File: src/rtl/screen_ram_writer_pkg.sv
// screen_ram_writer_pkg: terminal-wide screen geometry, fill byte, clear FSM states and the
// row/col to text-RAM address mapping shared by the character writer and video scan-out.
package screen_ram_writer_pkg;
    localparam logic YES = 1'b1;
    localparam logic NO = 1'b0;
    localparam logic HIGH = 1'b1;
    localparam logic LOW = 1'b0;
    localparam int SCREEN_ROWS_DEFAULT = 30;
    localparam int SCREEN_COLS_DEFAULT = 100;
    localparam int ADDR_WIDTH_DEFAULT = 12;
    localparam logic [7:0] FILL_BYTE_DEFAULT = 8'h20;
    localparam int ROW_WIDTH = 5;
    localparam int COL_WIDTH = 7;
    localparam int BYTE_WIDTH = 8;
    typedef enum logic {CLEAR, IDLE} state_t;
    // cols is always a constant at the call site, so the multiply reduces to shift/add
    function automatic logic [15:0] screen_address(input logic [ROW_WIDTH-1:0] row,
                                                   input logic [COL_WIDTH-1:0] col,
                                                   input int cols);
        return 16'(row) * 16'(cols) + 16'(col);
    endfunction
endpackage

File: src/rtl/screen_ram_writer_if.sv
// screen_ram_writer_if: character write stream (valid/ready, row, col, byte) into the screen RAM writer.
interface screen_ram_writer_if;
    import screen_ram_writer_pkg::*;
    logic write_valid;
    logic write_ready;
    logic [ROW_WIDTH-1:0] write_row;
    logic [COL_WIDTH-1:0] write_col;
    logic [BYTE_WIDTH-1:0] write_byte;
    modport master(output write_valid, write_row, write_col, write_byte, input write_ready);
    modport slave(input write_valid, write_row, write_col, write_byte, output write_ready);
endinterface

File: src/rtl/screen_ram_writer.sv
// screen_ram_writer: maps (row, col) writes to registered text-RAM strobes and
// fills the whole RAM with FILL_BYTE after reset or on clear_request.
module screen_ram_writer
    import screen_ram_writer_pkg::*;
#(
    parameter int SCREEN_ROWS = SCREEN_ROWS_DEFAULT,
    parameter int SCREEN_COLS = SCREEN_COLS_DEFAULT,
    parameter int ADDR_WIDTH = ADDR_WIDTH_DEFAULT,
    parameter logic [7:0] FILL_BYTE = FILL_BYTE_DEFAULT
) (
    input  logic clk,
    input  logic reset_low,
    screen_ram_writer_if.slave wr,
    input  logic clear_request,
    output logic clear_busy,
    output logic dropped,
    output logic ram_write_enable,
    output logic [ADDR_WIDTH-1:0] ram_address,
    output logic [7:0] ram_data
);
    localparam logic [ADDR_WIDTH-1:0] LAST_ADDR = ADDR_WIDTH'(SCREEN_ROWS * SCREEN_COLS - 1);
    state_t state_q, state_d;
    logic [ADDR_WIDTH-1:0] clear_addr_q, clear_addr_d;
    logic [ADDR_WIDTH-1:0] ram_address_q, ram_address_d;
    logic [7:0] ram_data_q, ram_data_d;
    logic ram_write_enable_q, ram_write_enable_d;
    logic dropped_q, dropped_d;
    logic accept, in_range, write_hit;
    // accept is decoded from state_q directly so it never depends on the write_ready output
    assign accept = wr.write_valid && state_q == IDLE;
    assign in_range = int'(wr.write_row) < SCREEN_ROWS && int'(wr.write_col) < SCREEN_COLS;
    assign write_hit = accept && in_range;
    assign ram_write_enable = ram_write_enable_q;
    assign ram_address = ram_address_q;
    assign ram_data = ram_data_q;
    assign dropped = dropped_q;

    always_ff @(posedge clk or negedge reset_low) begin
        if (!reset_low) begin
            state_q <= CLEAR;
            clear_addr_q <= '0;
            dropped_q <= NO;
            ram_write_enable_q <= LOW;
            ram_address_q <= '0;
            ram_data_q <= '0;
        end else begin
            state_q <= state_d;
            clear_addr_q <= clear_addr_d;
            dropped_q <= dropped_d;
            ram_write_enable_q <= ram_write_enable_d;
            ram_address_q <= ram_address_d;
            ram_data_q <= ram_data_d;
        end
    end

    // a request restarts the fill from address 0 in either state
    always_comb begin
        state_d = state_q;
        clear_addr_d = clear_addr_q;
        if (clear_request) begin
            state_d = CLEAR;
            clear_addr_d = '0;
        end else if (state_q == CLEAR) begin
            state_d = clear_addr_q == LAST_ADDR ? IDLE : CLEAR;
            clear_addr_d = clear_addr_q == LAST_ADDR ? '0 : clear_addr_q + ADDR_WIDTH'(1);
        end
    end

    always_comb begin
        wr.write_ready = state_q == IDLE ? HIGH : LOW;
        clear_busy = state_q == CLEAR ? HIGH : LOW;
        ram_write_enable_d = state_q == CLEAR || write_hit ? HIGH : LOW;
        ram_address_d = state_q == CLEAR ? clear_addr_q
                      : write_hit ? ADDR_WIDTH'(screen_address(wr.write_row, wr.write_col, SCREEN_COLS))
                      : ram_address_q;
        ram_data_d = state_q == CLEAR ? FILL_BYTE : write_hit ? wr.write_byte : ram_data_q;
        dropped_d = accept && !in_range ? YES : dropped_q;
    end
endmodule

File: src/flat_wrapper.sv
// flat-port wrapper written by rule: the top's interface ports become plain ports
module screen_ram_writer_flat import screen_ram_writer_pkg::*;
#(
    parameter int SCREEN_ROWS = SCREEN_ROWS_DEFAULT,
    parameter int SCREEN_COLS = SCREEN_COLS_DEFAULT,
    parameter int ADDR_WIDTH = ADDR_WIDTH_DEFAULT,
    parameter logic [7:0] FILL_BYTE = FILL_BYTE_DEFAULT
)
  (clk, reset_low, clear_request, clear_busy, dropped, ram_write_enable, ram_address, ram_data, wr_write_valid, wr_write_row, wr_write_col, wr_write_byte, wr_write_ready);
  screen_ram_writer_if wr_i ();
  input  logic clk;
  input  logic reset_low;
  input  logic clear_request;
  output logic clear_busy;
  output logic dropped;
  output logic ram_write_enable;
  output logic [ADDR_WIDTH-1:0] ram_address;
  output logic [7:0] ram_data;
  input wire logic [$bits(wr_i.write_valid)-1:0] wr_write_valid;
  input wire logic [$bits(wr_i.write_row)-1:0] wr_write_row;
  input wire logic [$bits(wr_i.write_col)-1:0] wr_write_col;
  input wire logic [$bits(wr_i.write_byte)-1:0] wr_write_byte;
  output wire logic [$bits(wr_i.write_ready)-1:0] wr_write_ready;
  assign wr_i.write_valid = wr_write_valid;
  assign wr_i.write_row = wr_write_row;
  assign wr_i.write_col = wr_write_col;
  assign wr_i.write_byte = wr_write_byte;
  assign wr_write_ready = wr_i.write_ready;
  screen_ram_writer #(.SCREEN_ROWS(SCREEN_ROWS), .SCREEN_COLS(SCREEN_COLS), .ADDR_WIDTH(ADDR_WIDTH), .FILL_BYTE(FILL_BYTE)) u_core (.clk(clk), .reset_low(reset_low), .wr(wr_i), .clear_request(clear_request), .clear_busy(clear_busy), .dropped(dropped), .ram_write_enable(ram_write_enable), .ram_address(ram_address), .ram_data(ram_data));
endmodule
File: config.mk
export PLATFORM = sky130hd
export DESIGN_NAME = screen_ram_writer_flat
export DESIGN_NICKNAME = d
export VERILOG_FILES = /design/src/rtl/screen_ram_writer_pkg.sv /design/src/rtl/screen_ram_writer_if.sv /design/src/rtl/screen_ram_writer.sv /design/src/flat_wrapper.sv
export SDC_FILE = /design/constraint.sdc
export NUM_CORES = 1
export LEC_CHECK = 0
export ABC_AREA = 1
export BUFFER_PORTS_ARGS = -buffer_cell sky130_fd_sc_hd__buf_4
export CAP_MARGIN = 20
export CORE_MARGIN = 2
export CORE_UTILIZATION = 50
export DETAILED_ROUTE_END_ITERATION = 16
export GPL_TIMING_DRIVEN = 0
export PLACE_DENSITY_LB_ADDON = 0.08
export SLEW_MARGIN = 25
export SYNTH_ARGS = -nofsm -noshare
export SYNTH_HDL_FRONTEND = slang
export SYNTH_SLANG_ARGS = --single-unit
File: constraint.sdc
create_clock -name clk -period 1.3 [get_ports clk]
set_input_delay 0.065 -clock clk [delete_from_list [all_inputs] [get_ports clk]]
set_output_delay 0.065 -clock clk [all_outputs]
set_load 0.1 [all_outputs]
==> summary.txt <==
Outcome
  – Status: finished, violations left
  – Failing checks: negative hold slack, negative setup slack

STA
  – Hold Fails Final Rpt: 1
  – Fmax: 529.4 MHz
  – Post-Route Setup TNS: -4.343 ns
  – Period utilization: 1.453
  – Slew margin rel.: 0.6950
  – Unrepaired setup endpoints after global routing: true
  – Fin Hold WS: -0.002142 ns
  – Tmin final: 1.889 ns
  – Final worst clock skew: 0.01719 ns
  – Worst slew pin tran: 0.4575 ns
  – Setup ws final: -0.5890 ns
  – Final count of negative-setup-slack endpoints: 31
  – Pins Over Slew Limit: 0

Synthesis
  – EDFF count, synth: 0
  – Syn Nets: 337
  – Most common cell in the synthesized netlist: nand2_1
  – Post-synthesis sequential area ratio: 0.3788
  – Area share of the largest cell type after synthesis: 0.3788
  – Synth Register Bits: 35
  – Commonest cells post-synth: 81 x nand2_1, 37 x inv_1, 35 x dfrtp_1, 29 x nand3_1, 23 x ha_1
  – Synth Instances: 288
  – Syn Area/Cell: 8.029 µm²
  – Top FF cell, synth: dfrtp_1
  – Yosys top cell by area: dfrtp_1
  – Ys Warns: 0
  – Main area contributors after synthesis: dfrtp_1 38%, nand2_1 13%, ha_1 12%
  – Synth unique cells: 32
  – Synth Cell Area: 2312 µm²
  – Async SR Flop Fraction: 1.000

Detailed routing
  – Initial DRC count: 158
  – Remaining DRCs: 0
  – Via density: 5.966
  – First-pass DRT Iterations: 6
  – Routed WL per cell: 18.61 µm
  – Final ANT Viol Nets: 0
  – Via count: 2,601
  – Routed WL: 8.115 mm

Clock network
  – Clock Sinks: 35
  – Worst-Skew Late Latency: 0.31 ns
  – CTS tree: built
  – Root Buffer: clkbuf_8
  – Clock buffer depth: 2
  – CTS buffer count: 5
  – Max H-tree Level: 2
  – Clk slew on worst S/H paths: 0.08 ns

Setup path
  – Cell chain of the critical path: buf_12, ha_4, ha_4, ha_4, fa_2, nand2_2, inv_2, nand4_1, nand2_2, nand2_1, nand2_1, nand3_2, nand3_2
  – Crit path buffers/inverters: 2
  – CP max stage cell: fa_2
  – Slowest stage delay, CP: 0.59 ns
  – Worst EP required: 1.55 ns
  – Most frequent CP cell: ha_4
  – Family with the most delay on the worst path: adder cells
  – Setup CP Type: primary input to register
  – Worst setup EP type: register
  – Data arrival, critical path: 2.14 ns
  – Max FO, Critical Path: 4
  – Worst setup SP type: primary input
  – Worst setup path startpoint: wr_write_row[1]
  – Launching point of the worst reg2reg path: u_core.clear_addr_q[0]

Die
  – Core area: 4414 µm²
  – Full die area: 5185 µm²
  – Die Y: 72.01 µm
  – Starting Density: 0.5238
  – Width of the die: 72.01 µm
  – Rows: 24
  – Io pins: 48

Global route
  – Met1 GRT Util: 0.3490
  – Largest net degree at the start of global routing: 36
  – Grt total ovfl: 0
  – Most Crowded Layer GR: met2
  – Initial antenna violation count: 0
  – Vias in the first global route: 2,333
  – GR Layer Usage met3: 0.07083
  – First-pass GRT wire length: 10.79 mm
  – Gr usage total: 0.2683
  – M2 GR Usage: 0.4434

Pwr
  – Leak: 1.855 nW
  – Peak supply drop: 736.2 µV
  – Design Power: 3.034 mW
  – Power per cell area: 791.8 nW/µm²

Placement
  – Placed cells: 387
  – Worst Setup Slack post-DPL: -0.8532 ns
  – Port bufs: 47
  – Post-DP HPWL: 4.111 mm
  – GPL Wtd Cong: 0.8887

Finish
  – Final nets: 432
  – Area growth syn-to-layout: 65.69%
  – Layout cell share with drive strength beyond 1: 0.4688
  – # diodes: 0
  – Non-Filler Instances: 436

Hold path
  – Hold path startpoint: wr_write_byte[5]
  – Hold WC Path Type: primary input to register

Flow run
  – Max-cap viol count: 0
per-layer routing:
layer	part of all wire	vias up
met5	0	-
met4	0.041	0
met3	0.076	40
met2	0.50	151
met1	0.38	1256
li1	-	1154
state kept, by name, summed over array words and instances (netlist names):
signal                   flops
u_core.clear_addr_q         12
u_core.state_q               1
u_core.ram_write_enable      1
u_core.ram_address          12
u_core.dropped               1
u_core.ram_data              8
area by class of cell:
cell class              instances  area (µm²)
multi-input cells             209        1757
flip-flops and latches         35       882.1
repair buffers                 89       812.0
fillers                       195       583.1
inverters                      40       180.2
clock buffers                   6       72.57
well taps                      52       65.06
plain buffers                   3       50.05
clock inverters                 2       12.51
metrics by stage:
step / hold WS [ns] / cell area [µm²] / utilization
6_report: -0.002142 / 3831 / 0.8679
3_3_place_gp: 0.03681 / 2860 / 0.6480
2_1_floorplan: -0.2306 / 2442 / -
5_1_grt: -0.006693 / 3831 / 0.8679
4_1_cts: 0.006510 / 3487 / 0.7900
3_5_place_dp: 0.04366 / 2860 / 0.6480
power by group:
part           switching (mW)  total (mW)  leakage (nW)  internal [mW]
clock network           0.447       0.822        0.0412          0.375
logic                   0.596        1.09          1.35          0.490
registers              0.0196        1.13         0.468           1.11
total                    1.06        3.03          1.85           1.97
cells in the final DEF (no fill, tap or decap), drive strengths merged:
master / n
a22o: 7
o21ai: 12
nand3b: 2
a21boi: 1
nor3: 5
or2: 1
o211ai: 1
clkinvlp: 1
nand2: 84
a31oi: 2
fa: 2
dlygate4sd3: 10
o22a: 1
dfrtp: 35
xor2: 8
a21o: 1
buf: 80
o22ai: 4
clkbuf: 8
a21oi: 5
xnor2: 2
nor2: 11
nand3: 31
nand4: 2
a22oi: 2
o221ai: 2
clkinv: 1
ha: 23
inv: 40
logic make-up (layout without fill, tap and decap cells):
kind of cell	count (synthesis)	count (layout)	share of synthesized area
xor+xnor	10	10	0.03788
compound gates	38	38	0.1071
buf+inv	44	140	0.07684
fa+ha+maj	25	25	0.1418
simple gates	136	136	0.2576
flops	35	35	0.3788
worst paths after layout:
kind	endpoint	slack, ns	cells after the start
setup / recovery	u_core.ram_address[10]	-0.59	13
hold / removal	u_core.ram_data[5]	-0.002	2
setup reg to reg	u_core.clear_addr_q[7]	-0.23	9
hold reg to reg	u_core.dropped	0.48	1
max in group asynchronous	u_core.clear_addr_q[6]	0.67	2
min in group asynchronous	u_core.ram_data[4]	0.26	2
repair_timing:
| item | CTS | global route |
|---|---|---|
| cloned | 0 | 2 |
| hold buffers | 9 | 1 |
| setup endpoints to repair | 27 | 31 |
| buffers inserted | 26 | 5 |
| endpoints found under the hold margin | 43 | 1 |
| pin swaps | 32 | 33 |
| resized for setup | 66 | 63 |
No activity file was read; power rests on OpenSTA's default activity.
